<file path="src/rtl/instr_sequencer_if.sv">
// Instruction-sequencer bus: IMEM fetch handshake, ALU flag in, control/debug outputs.
// IMEM handshake: the sequencer holds IMEM_READ high in FETCH; INSTRUCTION is taken on any rising edge where IMEM_BUSY is low.
interface instr_sequencer_if #(
   parameter int PC_WIDTH = 32
);
   logic [31:0]         INSTRUCTION;
   logic                IMEM_BUSY;
   logic                ZERO;
   logic                IMEM_READ;
   logic [PC_WIDTH-1:0] PC;
   logic [31:0]         IR;
   logic                REG_WE;
   logic                BRANCH_TAKEN;
   logic                ILLEGAL;
   logic                FAULT;
   logic [2:0]          STATE;

   modport slave (
      input  INSTRUCTION, IMEM_BUSY, ZERO,
      output IMEM_READ, PC, IR, REG_WE, BRANCH_TAKEN, ILLEGAL, FAULT, STATE
   );

   modport master (
      output INSTRUCTION, IMEM_BUSY, ZERO,
      input  IMEM_READ, PC, IR, REG_WE, BRANCH_TAKEN, ILLEGAL, FAULT, STATE
   );
endinterface

</file>
<file path="src/rtl/instr_sequencer.sv">
// Multi-cycle control sequencer: owns PC and IR, steps FETCH/DECODE/EXECUTE/WRITEBACK|BRANCH,
// resolves beq/j redirects, flags illegal opcodes and latches a sticky fetch-timeout fault.
module instr_sequencer #(
   parameter int                  PC_WIDTH      = 32,
   parameter logic [PC_WIDTH-1:0] RESET_PC      = '0,
   parameter int                  FETCH_TIMEOUT = 15
) (
   input  logic               CLK,
   input  logic               RESET,
   instr_sequencer_if.slave   bus
);

   typedef enum logic [2:0] {
      S_FETCH     = 3'd0,
      S_DECODE    = 3'd1,
      S_EXECUTE   = 3'd2,
      S_WRITEBACK = 3'd3,
      S_BRANCH    = 3'd4,
      S_FAULT     = 3'd7
   } state_t;

   state_t              r_state;
   state_t              w_next_state;
   logic [PC_WIDTH-1:0] r_pc;
   logic [31:0]         r_ir;
   logic [7:0]          r_cnt;
   logic                r_branch_taken;
   logic                r_illegal;

   logic [7:0]          w_opcode;
   logic [7:0]          w_cnt_inc;
   logic                w_timeout;
   logic                w_taken;
   logic [PC_WIDTH-1:0] w_pc_plus4;
   logic [PC_WIDTH-1:0] w_offset;
   logic [PC_WIDTH-1:0] w_target;

   assign w_opcode   = r_ir[31:24];
   assign w_cnt_inc  = r_cnt + 8'd1;
   assign w_timeout  = (w_cnt_inc == 8'(FETCH_TIMEOUT));
   assign w_taken    = (w_opcode == 8'd7) || ((w_opcode == 8'd6) && bus.ZERO);
   assign w_pc_plus4 = r_pc + PC_WIDTH'(4);
   // Signed instruction offset, scaled to bytes; sums wrap modulo 2^PC_WIDTH.
   assign w_offset   = {{(PC_WIDTH-10){r_ir[23]}}, r_ir[23:16], 2'b00};
   assign w_target   = w_pc_plus4 + w_offset;

   always_comb begin
      w_next_state = r_state;
      case (r_state)
         S_FETCH: begin
            if (!bus.IMEM_BUSY)  w_next_state = S_DECODE;
            else if (w_timeout)  w_next_state = S_FAULT;
         end
         S_DECODE:    w_next_state = (w_opcode > 8'd7) ? S_FETCH : S_EXECUTE;
         S_EXECUTE:   w_next_state = (w_opcode <= 8'd5) ? S_WRITEBACK : S_BRANCH;
         S_WRITEBACK: w_next_state = S_FETCH;
         S_BRANCH:    w_next_state = S_FETCH;
         S_FAULT:     w_next_state = S_FAULT;
         default:     w_next_state = S_FETCH;
      endcase
   end

   always_ff @(posedge CLK or posedge RESET) begin
      if (RESET) begin
         r_state        <= S_FETCH;
         r_pc           <= RESET_PC;
         r_ir           <= 32'd0;
         r_cnt          <= 8'd0;
         r_branch_taken <= 1'b0;
         r_illegal      <= 1'b0;
      end else begin
         r_state        <= w_next_state;
         r_branch_taken <= 1'b0;
         r_illegal      <= 1'b0;
         case (r_state)
            S_FETCH: begin
               if (!bus.IMEM_BUSY) begin
                  r_ir  <= bus.INSTRUCTION;
                  r_cnt <= 8'd0;
               end else begin
                  r_cnt <= w_cnt_inc;
               end
            end
            S_DECODE: begin
               if (w_opcode > 8'd7) begin
                  r_pc      <= w_pc_plus4;
                  r_illegal <= 1'b1;
               end
            end
            S_WRITEBACK: r_pc <= w_pc_plus4;
            S_BRANCH: begin
               r_pc           <= w_taken ? w_target : w_pc_plus4;
               r_branch_taken <= w_taken;
            end
            default: ;
         endcase
      end
   end

   assign bus.IMEM_READ    = (r_state == S_FETCH);
   assign bus.REG_WE       = (r_state == S_WRITEBACK);
   assign bus.FAULT        = (r_state == S_FAULT);
   assign bus.PC           = r_pc;
   assign bus.IR           = r_ir;
   assign bus.BRANCH_TAKEN = r_branch_taken;
   assign bus.ILLEGAL      = r_illegal;
   assign bus.STATE        = r_state;

endmodule

</file>
<file path="src/flat_wrapper.sv">
// flat-port wrapper written by rule: the top's interface ports become plain ports
module instr_sequencer_flat 
#(
   parameter int                  PC_WIDTH      = 32,
   parameter logic [PC_WIDTH-1:0] RESET_PC      = '0,
   parameter int                  FETCH_TIMEOUT = 15
)
  (CLK, RESET, bus_INSTRUCTION, bus_IMEM_BUSY, bus_ZERO, bus_IMEM_READ, bus_PC, bus_IR, bus_REG_WE, bus_BRANCH_TAKEN, bus_ILLEGAL, bus_FAULT, bus_STATE);
  instr_sequencer_if #(.PC_WIDTH(PC_WIDTH)) bus_i ();
  input  logic CLK;
  input  logic RESET;
  input wire logic [$bits(bus_i.INSTRUCTION)-1:0] bus_INSTRUCTION;
  input wire logic [$bits(bus_i.IMEM_BUSY)-1:0] bus_IMEM_BUSY;
  input wire logic [$bits(bus_i.ZERO)-1:0] bus_ZERO;
  output wire logic [$bits(bus_i.IMEM_READ)-1:0] bus_IMEM_READ;
  output wire logic [$bits(bus_i.PC)-1:0] bus_PC;
  output wire logic [$bits(bus_i.IR)-1:0] bus_IR;
  output wire logic [$bits(bus_i.REG_WE)-1:0] bus_REG_WE;
  output wire logic [$bits(bus_i.BRANCH_TAKEN)-1:0] bus_BRANCH_TAKEN;
  output wire logic [$bits(bus_i.ILLEGAL)-1:0] bus_ILLEGAL;
  output wire logic [$bits(bus_i.FAULT)-1:0] bus_FAULT;
  output wire logic [$bits(bus_i.STATE)-1:0] bus_STATE;
  assign bus_i.INSTRUCTION = bus_INSTRUCTION;
  assign bus_i.IMEM_BUSY = bus_IMEM_BUSY;
  assign bus_i.ZERO = bus_ZERO;
  assign bus_IMEM_READ = bus_i.IMEM_READ;
  assign bus_PC = bus_i.PC;
  assign bus_IR = bus_i.IR;
  assign bus_REG_WE = bus_i.REG_WE;
  assign bus_BRANCH_TAKEN = bus_i.BRANCH_TAKEN;
  assign bus_ILLEGAL = bus_i.ILLEGAL;
  assign bus_FAULT = bus_i.FAULT;
  assign bus_STATE = bus_i.STATE;
  instr_sequencer #(.PC_WIDTH(PC_WIDTH), .RESET_PC(RESET_PC), .FETCH_TIMEOUT(FETCH_TIMEOUT)) u_core (.CLK(CLK), .RESET(RESET), .bus(bus_i));
endmodule
</file>
<file path="config.mk">
export PLATFORM = sky130hd
export DESIGN_NAME = instr_sequencer_flat
export DESIGN_NICKNAME = d
export VERILOG_FILES = /design/src/rtl/instr_sequencer_if.sv /design/src/rtl/instr_sequencer.sv /design/src/flat_wrapper.sv
export SDC_FILE = /design/constraint.sdc
export NUM_CORES = 1
export LEC_CHECK = 0
export CAP_MARGIN = 30
export CORE_ASPECT_RATIO = 0.8
export CORE_MARGIN = 5
export CORE_UTILIZATION = 25
export DETAILED_ROUTE_END_ITERATION = 10
export RECOVER_POWER = 100
export SKIP_LAST_GASP = 1
export SLEW_MARGIN = 30
export SYNTH_ARGS = -nofsm -noshare
export SYNTH_HDL_FRONTEND = slang
export SYNTH_SLANG_ARGS = --single-unit
</file>
<file path="constraint.sdc">
create_clock -name CLK -period 10.4 [get_ports CLK]
set_input_delay 2.08 -clock CLK [delete_from_list [all_inputs] [get_ports CLK]]
set_output_delay 2.08 -clock CLK [all_outputs]
set_load 0.05 [all_outputs]
</file>
# ---- Word-level counts from Yosys, hierarchy flattened
# Cells that the tools add are included.
dict set report word_totals {
  regBits 77
  in_bits 36
  output_inout_bits 72
  wordCells 40
}
dict set report classes {
  n_addsub 3
  n_lt_le_gt_ge 2
  eq_ne 10
  mux 12
  bitwise 1
  reduce_logical 6
}
# op count
set ops {}
lappend ops {{$pmux W32 S3} 1}
lappend ops {{$mux W32} 2}
lappend ops {{$add A32 B3 Y32 const B} 1}
lappend ops {{$add A32 B32 Y32} 1}
lappend ops {{$eq A8 B3 Y1 const B} 2}
lappend ops {{$pmux W3 S4} 1}
lappend ops {{$mux W3} 3}
lappend ops {{$add A8 B1 Y8 const B} 1}
lappend ops {{$eq A8 B4 Y1 const B} 1}
lappend ops {{$gt A8 B3 Y1 const B} 1}
lappend ops {{$le A8 B3 Y1 const B} 1}
lappend ops {{$mux W8} 1}
lappend ops {{$eq A3 B2 Y1 const B} 2}
lappend ops {{$eq A3 B3 Y1 const B} 2}
lappend ops {{$reduce_and A2 Y1} 2}
lappend ops {{$eq A3 B1 Y1 const B} 1}
lappend ops {{$logic_not A3 Y1} 1}
lappend ops {{$mux W1} 3}
lappend ops {{$ne A3 B2 Y1 const B} 1}
lappend ops {{$reduce_bool A3 Y1} 1}
lappend ops {{$mux W2} 1}
lappend ops {{$ne A2 B1 Y1 const B} 1}
lappend ops {{$logic_and A1 B1 Y1} 1}
lappend ops {{$logic_or A1 B1 Y1} 1}
lappend ops {{$not A1 Y1} 1}

# ---- Longest topological paths before layout
# Gate-level depths: netlist of the first run.
dict set report depth {
  ltp_word 5
  ltp_mapped 18
  mapped_depth_nobuf 17
}

# ---- Least setup slack after synthesis of the first run
# OpenSTA, ideal clock, no wires.
dict set report synth_path {
  kind {reg-to-reg}
  start {reg u_core.r_pc[4] (netlist: u_core.bus.PC[4])}
  end {reg u_core.r_pc[31] (netlist: u_core.bus.PC[31])}
  setup_ns 0.130
  arrival_ns 4.202
  required_ns 10.270
  slack_ns 6.067
  stages_incl_launch_ff 19
  path_buffers 2
  synth_period_minus_slack_ns 4.333
  path_cell_list {dfrtp_1 > and4_1 > buf_6 > nand2_1 > or2_2 > nor3_2 > nand2_1 > xnor2_1 > ha_1 > clkbuf_1 > a21o_1 > a21o_1 > a21oi_1 > o22ai_1 > a41oi_1 > o21ai_0 > mux4_1 > o211ai_1 > nand3_1}
}
dict set report synth_between {
  elab_chain_len 4
  word_cells_on_any_way 5
  cone_classes {add/sub (2); mux (3)}
}
# element line_no
set synth_rtl {}
lappend synth_rtl {{from (decl)} instr_sequencer.sv:24} ;# logic [PC_WIDTH-1:0] r_pc;
lappend synth_rtl {{from (signal assigned)} instr_sequencer.sv:86} ;# r_pc <= w_pc_plus4;
lappend synth_rtl {{from (signal assigned)} instr_sequencer.sv:90} ;# S_WRITEBACK: r_pc <= w_pc_plus4;
lappend synth_rtl {{from (signal assigned)} instr_sequencer.sv:92} ;# r_pc <= w_taken ? w_target : w_pc_plus4;
lappend synth_rtl {{$add A32 B3 Y32 *} instr_sequencer.sv:42} ;# assign w_pc_plus4 = r_pc + PC_WIDTH'(4);
lappend synth_rtl {{$add A32 B32 Y32} instr_sequencer.sv:45} ;# assign w_target = w_pc_plus4 + w_offset;
lappend synth_rtl {{$mux W32} instr_sequencer.sv:92}
lappend synth_rtl {{$pmux W32 S3 *} instr_sequencer.sv:75} ;# case (r_state)
# Mark *: on every way between the ends. The rest lies on a longest branch, timed or not. The select of a mux whose other input is x is not followed.
# A chain may end at the register's enable or synchronous reset.

==> impl_metrics.env, run 1 <==
export IMPL_avgSynthCellArea_um2=8.701
export IMPL_ys_flop_type="dfrtp_1"
export IMPL_portBuffers=105
export IMPL_rsz0062_at_grt="false"
export IMPL_top_layer="met4"
export IMPL_antenna_found_initial=0
export IMPL_syn_area_mm2=0.005655
export IMPL_antenna_left=0
export IMPL_nets=821
export IMPL_cts_tree="done"
export IMPL_drc_errors=0
export IMPL_drive_gt1_frac=0.09746
export IMPL_clockBufferDepth=2
export IMPL_cp_arrival_ns=5.74
export IMPL_rows=49
export IMPL_setup_violations=0
export IMPL_grtUsageTotal=0.1308
export IMPL_clk_latency_ns=0.34
export IMPL_hold_depth=1
export IMPL_finalCritPeriodShare=0.6067
export IMPL_min_delay_start="u_core.bus.IR[2]$_DFFE_PP0P_"
export IMPL_report_final_slew_viol_count=185
export IMPL_post_cts_buffers=0
export IMPL_path_cells="dlygate4sd3_1 -> clkinvlp_2 -> clkbuf_1"
export IMPL_cts_clk_slew_worst_paths_ns=0.06
export IMPL_cts_hold_buf=0
export IMPL_synth_top_area_cell="dfrtp_1"
export IMPL_worst_setup_path_type="input pin to asynchronous set/reset pin"
export IMPL_rr_endpoint="u_core.bus.PC[31]$_DFFE_PP0P_"
export IMPL_synth_edf_count=0
export IMPL_worst_setup_path_start_kind="input pin"
export IMPL_met2_length_um=7225
export IMPL_cts_sinks=75
export IMPL_yosysUniqueCellTypes=68
export IMPL_netlist_area_leader_share=0.3319
export IMPL_syn_to_final_growth_pct=28.94
export IMPL_drt_total_wl_um=16550
export IMPL_critPathRequiredTime_ns=9.83
export IMPL_hold_violations=0
export IMPL_worstReg2RegStart="u_core.bus.IR[31]$_DFFE_PP0P_"
export IMPL_grt_overflow_total=0
export IMPL_post_route_cell_area_mm2=0.007292
export IMPL_die_h_um=144.5
export IMPL_drt_initial_drc_count=368
export IMPL_clock_root_buffer="clkbuf_16"
export IMPL_fmax_mhz=158.5
export IMPL_hold_end="u_core.bus.IR[2]$_DFFE_PP0P_"
export IMPL_violations="max-capacitance violations, max-slew violations"
export IMPL_die_w_um=178.2
export IMPL_grt_pass1_wl_um=26790
export IMPL_drt_met1_wl_um=7901
export IMPL_finish_utilization=0.3259
export IMPL_r2r_cells=10
export IMPL_ys_warn_count=0
export IMPL_cp_max_fo=75
export IMPL_fin_crit_ns=6.310
export IMPL_slew_headroom=-1.871
export IMPL_avgRoutedWirePerCell_um=15.69
export IMPL_ios=108
export IMPL_hold_class="register to register"
export IMPL_synth_top_cells_by_area="dfrtp_1, ha_1, mux2_2"
export IMPL_tightest_slew_ns=4.307
export IMPL_yosysSeqAreaShare=0.3319
export IMPL_fin_worst_skew_ns=0.009269
export IMPL_grt_max_degree=76
export IMPL_core_mm2=0.02238
export IMPL_holdWs_ns=0.4999
export IMPL_n_antenna_cell=0
export IMPL_synth_top_cells_by_count="dfrtp_1, nand2_1, a21oi_1"
export IMPL_dr_pass1_iters=5
export IMPL_wl_met3_um=1243
export IMPL_gp_congestion=0.9344
export IMPL_cts_resized=0
export IMPL_ys_async_sr_fraction=1.000
export IMPL_rrSetupSlack_ns=5.64
export IMPL_syn_instance_count=650
export IMPL_h_tree_depth=3
export IMPL_num_vias=5190
export IMPL_dieArea_mm2=0.02575
export IMPL_grt_pass1_vias=4888
export IMPL_status="complete, but fails checks"
export IMPL_viasPerCell=4.919
export IMPL_yosys_cell_count_top_type="dfrtp_1"
export IMPL_place_area_mm2=0.007008
export IMPL_setup_tns_ns=0
export IMPL_start_util=0.2527
export IMPL_hpwl_um=12140
export IMPL_crit_family="buffers and inverters"
export IMPL_ys_ff_latch=75
export IMPL_slowest_delay_ns=3.01
export IMPL_cp_end_kind="asynchronous set/reset pin"
export IMPL_cts_made_buffers=9
export IMPL_max_cap_violations=4
export IMPL_critPathSlowestCell="clkbuf_1"
export IMPL_path_buf_inv=3
[cell families (layout without fill, tap and decap cells)]
group / Yosys count / in the layout / share of synthesized area
xor gates and xnor gates: 49 / 49 / 0.07588
other: 1 / 2 / 0.0006631
and+or+nand+nor: 227 / 227 / 0.1989
DFF: 75 / 75 / 0.3319
buffers and inverters: 46 / 144 / 0.03805
adders and majority gates: 40 / 40 / 0.08982
muxes: 38 / 38 / 0.07766
AOI/OAI and AO/OA: 174 / 174 / 0.1872
[placed cells by master, fill, tap and decap left out, drive strengths merged, types with 3 or more instances in the layout]
cell | synthesis | final
nand3 | 30 | 30
clkinvlp | 0 | 3
and4 | 4 | 4
buf | 7 | 3
xnor2 | 33 | 33
mux2 | 34 | 34
o31ai | 3 | 3
o21bai | 5 | 5
clkdlybuf4s50 | 0 | 32
a21oi | 66 | 66
or2 | 5 | 5
nand2b | 10 | 10
xor2 | 16 | 16
nor2b | 4 | 4
or3 | 4 | 4
dfrtp | 75 | 75
mux2i | 3 | 3
nand2 | 69 | 69
a41oi | 3 | 3
or4 | 3 | 3
nor2 | 53 | 53
a21o | 12 | 12
and3 | 9 | 9
clkbuf | 22 | 15
nand4 | 15 | 15
a31oi | 7 | 7
ha | 39 | 39
nor3 | 14 | 14
o211ai | 3 | 3
o21ai | 41 | 41
dlygate4sd3 | 0 | 73
o22ai | 14 | 14
inv | 16 | 15
[worst register-to-register path, delay by kind of cell (launching register included)]
kind / cells / cell delay [ns]
muxes: 1 / 0.55
AOI/OAI and AO/OA: 2 / 0.26
buffers and inverters: 3 / 2.35
DFF: 1 / 0.39
and+or+nand+nor: 4 / 1.10
[flip-flops by register name, indices dropped and copies added (netlist names)]
signal and count:
u_core.bus.BRANCH_TAKEN 1, u_core.bus.ILLEGAL 1, u_core.r_cnt 8, u_core.bus.STATE 3, u_core.bus.PC 30, u_core.bus.IR 32
[cell type report]
class	instances	area (um2)
clock buffer	11	252.7
inverter	17	65.06
sequential	75	1877
clock inverter	4	50.05
timing repair buffer	112	1089
fill	2334	15090
multi-input combinational	530	3576
tap	306	382.9
[metal layers]
metal	GRT usage	up-vias
met5	0	-
met4	0.03133	0
met3	0.03528	16
met2	0.2020	168
met1	0.1829	2459
li1	-	2547
[metrics by stage]
| step | worst slack (ns) | cells |
|---|---|---|
| detailed placement | 5.888 | 1040 |
| global placement | 5.930 | 1040 |
| global route | 2.865 | 1055 |
| CTS | 5.686 | 1055 |
| finish | 4.090 | 1055 |
| floorplan | 6.067 | 651 |
[worst max-delay path by stage]
stage | startpoint | to | slack [ns] | depth (start not counted)
after floorplan | u_core.bus.PC[4]$_DFFE_PP0P_ | u_core.bus.PC[31]$_DFFE_PP0P_ | 6.07 | 18
after global placement | u_core.bus.PC[4]$_DFFE_PP0P_ | u_core.bus.PC[31]$_DFFE_PP0P_ | 5.93 | 16
after detailed placement | u_core.bus.PC[4]$_DFFE_PP0P_ | u_core.bus.PC[31]$_DFFE_PP0P_ | 5.89 | 16
after CTS | u_core.bus.STATE[1]$_DFFE_PP0P_ | bus_IMEM_READ | 5.69 | 3
after global routing | RESET | u_core.bus.STATE[1]$_DFFE_PP0P_ | 2.87 | 3
final | RESET | u_core.bus.STATE[1]$_DFFE_PP0P_ | 4.09 | 3
Power of run 1 is left out: the tool's default activity adds up to more than one toggle a clock period on the data nets, which glitch-free logic cannot reach.
==> inputs of run 2 (changes only) <==
==> constraint.sdc (replaced) <==
create_clock -name CLK -period 5.85 [get_ports CLK]
set_input_delay 1.17 -clock CLK [delete_from_list [all_inputs] [get_ports CLK]]
set_output_delay 1.17 -clock CLK [all_outputs]
set_load 0.05 [all_outputs]
==> impl_metrics.env, run 2 (synthesis results as in run 1) <==
export IMPL_status="complete, but fails checks"
export IMPL_violations="max-capacitance violations, max-slew violations"
export IMPL_holdWs_ns=0.5005
export IMPL_report_final_slew_viol_count=148
export IMPL_h_tree_depth=3
export IMPL_final_common_cell="dfrtp_1"
export IMPL_cts_hold_buf=0
export IMPL_setup_slack_ns=0.9664
export IMPL_setup_tns_ns=0
export IMPL_drt_initial_drc_count=399
export IMPL_cp_arrival_ns=5.17
export IMPL_gp_congestion=0.8889
export IMPL_worst_setup_path_start_kind="input pin"
export IMPL_largest_reg_flops=32
export IMPL_n_antenna_cell=0
export IMPL_cts_sinks=75
export IMPL_setup_violations=0
export IMPL_die_h_um=144.5
export IMPL_path_buf_inv=4
export IMPL_cts_tree="done"
export IMPL_grt_max_degree=44
export IMPL_pre_cts_slack_ns=1.402
export IMPL_slowest_delay_ns=1.20
export IMPL_ios=108
export IMPL_num_fill_cells=2335
export IMPL_path_cells="dlygate4sd3_1 -> o211ai_1 -> clkbuf_1 -> clkinv_1 -> clkbuf_1 -> nand2b_1 -> mux2i_1 -> or4_1 -> nand3_1"
export IMPL_dr_pass1_iters=5
export IMPL_tightest_slew_ns=1.954
export IMPL_viasPerCell=4.863
export IMPL_dieArea_mm2=0.02575
export IMPL_hold_class="register to register"
export IMPL_num_vias=5135
export IMPL_finish_utilization=0.3240
export IMPL_max_cap_violations=4
export IMPL_cp_common_cell="clkbuf_1"
export IMPL_drt_total_wl_um=16760
export IMPL_nets=821
export IMPL_slew_headroom=-0.3026
export IMPL_multi_input_area_mm2=0.003546
export IMPL_avgRoutedWirePerCell_um=15.87
export IMPL_critPathRequiredTime_ns=6.14
export IMPL_fmax_mhz=204.8
export IMPL_start_util=0.2527
export IMPL_grtUsageTotal=0.1310
export IMPL_syn_to_final_growth_pct=28.21
export IMPL_rsz0062_at_grt="false"
export IMPL_grt_pass1_vias=4812
export IMPL_antenna_found_initial=0
export IMPL_fin_crit_ns=4.884
export IMPL_hpwl_um=12500
export IMPL_hold_violations=0
export IMPL_drive_gt1_frac=0.09600
export IMPL_finalCritPeriodShare=0.8348
export IMPL_clk_latency_ns=0.35
export IMPL_clockBufferDepth=2
export IMPL_cp_max_fo=43
export IMPL_cts_clk_slew_worst_paths_ns=0.07
export IMPL_die_w_um=178.2
export IMPL_antenna_left=0
export IMPL_rows=49
export IMPL_clock_root_buffer="clkbuf_16"
export IMPL_post_cts_buffers=0
export IMPL_fin_worst_skew_ns=0.01242
export IMPL_grt_pass1_wl_um=26780
export IMPL_mostFrequentLayoutCells="dfrtp_1, dlygate4sd3_1, nand2_1"
export IMPL_grt_overflow_total=0
export IMPL_cts_resized=0
export IMPL_cp_end_kind="register"
export IMPL_core_mm2=0.02238
export IMPL_portBuffers=105
export IMPL_cts_made_buffers=9
export IMPL_critPathSlowestCell="clkbuf_1"
export IMPL_worst_setup_path_type="input pin to register"
export IMPL_register_area_mm2=0.001877
export IMPL_crit_family="buffers and inverters"
export IMPL_drc_errors=0
## run 2: area by class of cell
| class | instances | area share |
|---|---|---|
| clock buffers | 10 | 0.03296 |
| clock inverters | 6 | 0.006730 |
| inverters | 17 | 0.008973 |
| multi-input cells | 530 | 0.4890 |
| flip-flops and latches | 75 | 0.2588 |
| well taps | 306 | 0.05280 |
| repair buffers | 112 | 0.1506 |
## run 2: worst paths after layout
path                            slack (ns)                       endpoint  cells after the start                     startpoint
worst max-delay path                  0.97  u_core.bus.PC[31]$_DFFE_PP0P_                      9                       bus_ZERO
worst min-delay path                  0.50   u_core.bus.IR[1]$_DFFE_PP0P_                      1   u_core.bus.IR[1]$_DFFE_PP0P_
worst max register to register        1.09  u_core.bus.PC[31]$_DFFE_PP0P_                     10  u_core.bus.IR[31]$_DFFE_PP0P_
worst min register to register        0.50   u_core.bus.IR[1]$_DFFE_PP0P_                      1   u_core.bus.IR[1]$_DFFE_PP0P_
max in group asynchronous             2.87    u_core.r_cnt[4]$_DFFE_PP0P_                      3                          RESET
min in group asynchronous             1.73   u_core.bus.IR[2]$_DFFE_PP0P_                      2                          RESET
## run 2: per-stage QoR
stage / std cells / cell area, um2
6_report: 1056 / 7251
3_3_place_gp: 1040 / 7004
2_1_floorplan: 651 / 5659
4_1_cts: 1056 / 7292
5_1_grt: 1056 / 7251
3_5_place_dp: 1040 / 7004
## run 2: worst reg2reg max path: cells and delay by family (launching register included)
kind                   cells  cell delay (ns)
muxes                      1             0.55
buffers and inverters      3             2.31
AOI/OAI and AO/OA          2             0.26
and+or+nand+nor            4             1.15
DFF                        1             0.39
## run 2: metal layers
layer / track usage / vias up / routed length [um]
met2: 0.1998 / 141 / 7224
met1: 0.1872 / 2431 / 8246
met4: 0.03173 / 0 / 173
li1: - / 2553 / -
met5: 0 / - / 0
met3: 0.03163 / 10 / 1115
Power of run 2 is left out for the same reason.
==> inputs of run 3 (changes only) <==
==> constraint.sdc (replaced) <==
create_clock -name CLK -period 4.06 [get_ports CLK]
set_input_delay 0.812 -clock CLK [delete_from_list [all_inputs] [get_ports CLK]]
set_output_delay 0.812 -clock CLK [all_outputs]
set_load 0.05 [all_outputs]
==> impl_metrics.env, run 3 (synthesis results as in run 1) <==
export IMPL_status="complete, but fails checks"
export IMPL_violations="max-capacitance violations, max-slew violations"
export IMPL_dr_pass1_iters=6
export IMPL_path_cells="and2_2 -> nand4_1 -> nor3_4 -> buf_4 -> nand3_1 -> xnor2_1 -> ha_1 -> and3_1 -> nand2_1 -> nor2_1 -> a41oi_2 -> o21ai_2 -> mux4_1 -> o211ai_1 -> nand3_1"
export IMPL_antenna_left=0
export IMPL_h_tree_depth=3
export IMPL_crit_family="simple AND/OR/NAND/NOR gates"
export IMPL_cts_clk_slew_worst_paths_ns=0.07
export IMPL_nets=849
export IMPL_clock_root_buffer="clkbuf_16"
export IMPL_antenna_found_initial=0
export IMPL_largest_reg_flops=32
export IMPL_cp_common_cell="nand3_1"
export IMPL_grt_pass1_wl_um=27100
export IMPL_fin_crit_ns=3.815
export IMPL_grt_pass1_vias=4927
export IMPL_fin_worst_skew_ns=0.008230
export IMPL_max_cap_violations=2
export IMPL_mostFrequentLayoutCells="dlygate4sd3_1, nand2_1, a21oi_1"
export IMPL_critPathRequiredTime_ns=4.28
export IMPL_num_vias=5269
export IMPL_place_area_mm2=0.007211
export IMPL_grt_overflow_total=0
export IMPL_portBuffers=105
export IMPL_die_h_um=144.5
export IMPL_cts_sinks=75
export IMPL_finalCritPeriodShare=0.9397
export IMPL_finish_utilization=0.3373
export IMPL_drt_initial_drc_count=470
export IMPL_clk_latency_ns=0.34
export IMPL_path_buf_inv=1
export IMPL_drive_gt1_frac=0.1491
export IMPL_cts_made_buffers=9
export IMPL_worst_setup_path_type="register to register"
export IMPL_start_util=0.2527
export IMPL_setup_violations=0
export IMPL_cp_max_fo=5
export IMPL_viasPerCell=4.861
export IMPL_gp_congestion=0.9053
export IMPL_tightest_slew_ns=1.733
export IMPL_slowest_delay_ns=0.57
export IMPL_grt_max_degree=34
export IMPL_avgRoutedWirePerCell_um=15.58
export IMPL_drc_errors=0
export IMPL_hold_class="register to register"
export IMPL_cts_tree="done"
export IMPL_final_common_cell="dlygate4sd3_1"
export IMPL_grtUsageTotal=0.1320
export IMPL_hpwl_um=12910
export IMPL_n_antenna_cell=0
export IMPL_die_w_um=178.2
export IMPL_core_mm2=0.02238
export IMPL_holdWs_ns=0.4992
export IMPL_fmax_mhz=262.1
export IMPL_num_fill_cells=2318
export IMPL_clockBufferDepth=2
export IMPL_rows=49
export IMPL_hold_violations=0
export IMPL_worst_setup_path_start_kind="register"
export IMPL_slew_headroom=-0.1555
export IMPL_dieArea_mm2=0.02575
export IMPL_critPathSlowestCell="mux4_1"
export IMPL_ios=108
export IMPL_syn_to_final_growth_pct=33.47
export IMPL_cp_arrival_ns=4.03
export IMPL_cts_hold_buf=0
export IMPL_post_route_cell_area_mm2=0.007548
export IMPL_cp_end_kind="register"
export IMPL_report_final_slew_viol_count=63
export IMPL_drt_total_wl_um=16890
-- run 3: per-layer routing --
metal | vias up | routed length (um) | global-route usage
met2 | 171 | 7385 | 0.2010
met1 | 2485 | 8130 | 0.1892
met3 | 14 | 1178 | 0.03189
met4 | 0 | 192 | 0.03092
li1 | 2599 | - | -
met5 | - | 0 | 0
-- run 3: path summary, 6_finish.rpt --
check	cells past startpoint	end	slack, ns	start
min in group asynchronous	2	u_core.bus.PC[29]$_DFFE_PP0P_	1.21	RESET
max in group asynchronous	3	u_core.r_cnt[5]$_DFFE_PP0P_	0.86	RESET
min	1	u_core.bus.IR[8]$_DFFE_PP0P_	0.50	u_core.bus.IR[8]$_DFFE_PP0P_
max reg2reg	15	u_core.bus.PC[31]$_DFFE_PP0P_	0.24	u_core.bus.PC[13]$_DFFE_PP0P_
min reg2reg	1	u_core.bus.IR[8]$_DFFE_PP0P_	0.50	u_core.bus.IR[8]$_DFFE_PP0P_
max	15	u_core.bus.PC[31]$_DFFE_PP0P_	0.24	u_core.bus.PC[13]$_DFFE_PP0P_
-- run 3: final cells by class --
class	count	area, um2	area share
clock inverter	5	61.31	0.008122
timing repair buffer	140	1291	0.1711
sequential	75	1889	0.2503
multi-input combinational	530	3616	0.4790
tap	306	382.9	0.05072
clock buffer	11	242.7	0.03216
inverter	17	65.06	0.008619
-- run 3: what timing repair did --
action	4_1_cts	5_1_grt
setup endpoints to repair	1	6
setup buffers	0	3
gates cloned	0	0
resized for setup	1	10
pin swaps	0	3
hold endpoints to repair	0	0
-- run 3: through the flow --
step	setup TNS, ns	setup slack [ns]	instances
after global routing	-0.004497	-0.004497	1084
after CTS	0	0.06645	1081
after detailed placement	-0.04251	-0.04251	1065
after global placement	-0.05643	-0.05643	1065
final	0	0.2449	1084
after floorplan	0	0.02950	651
Power of run 3 is left out for the same reason.
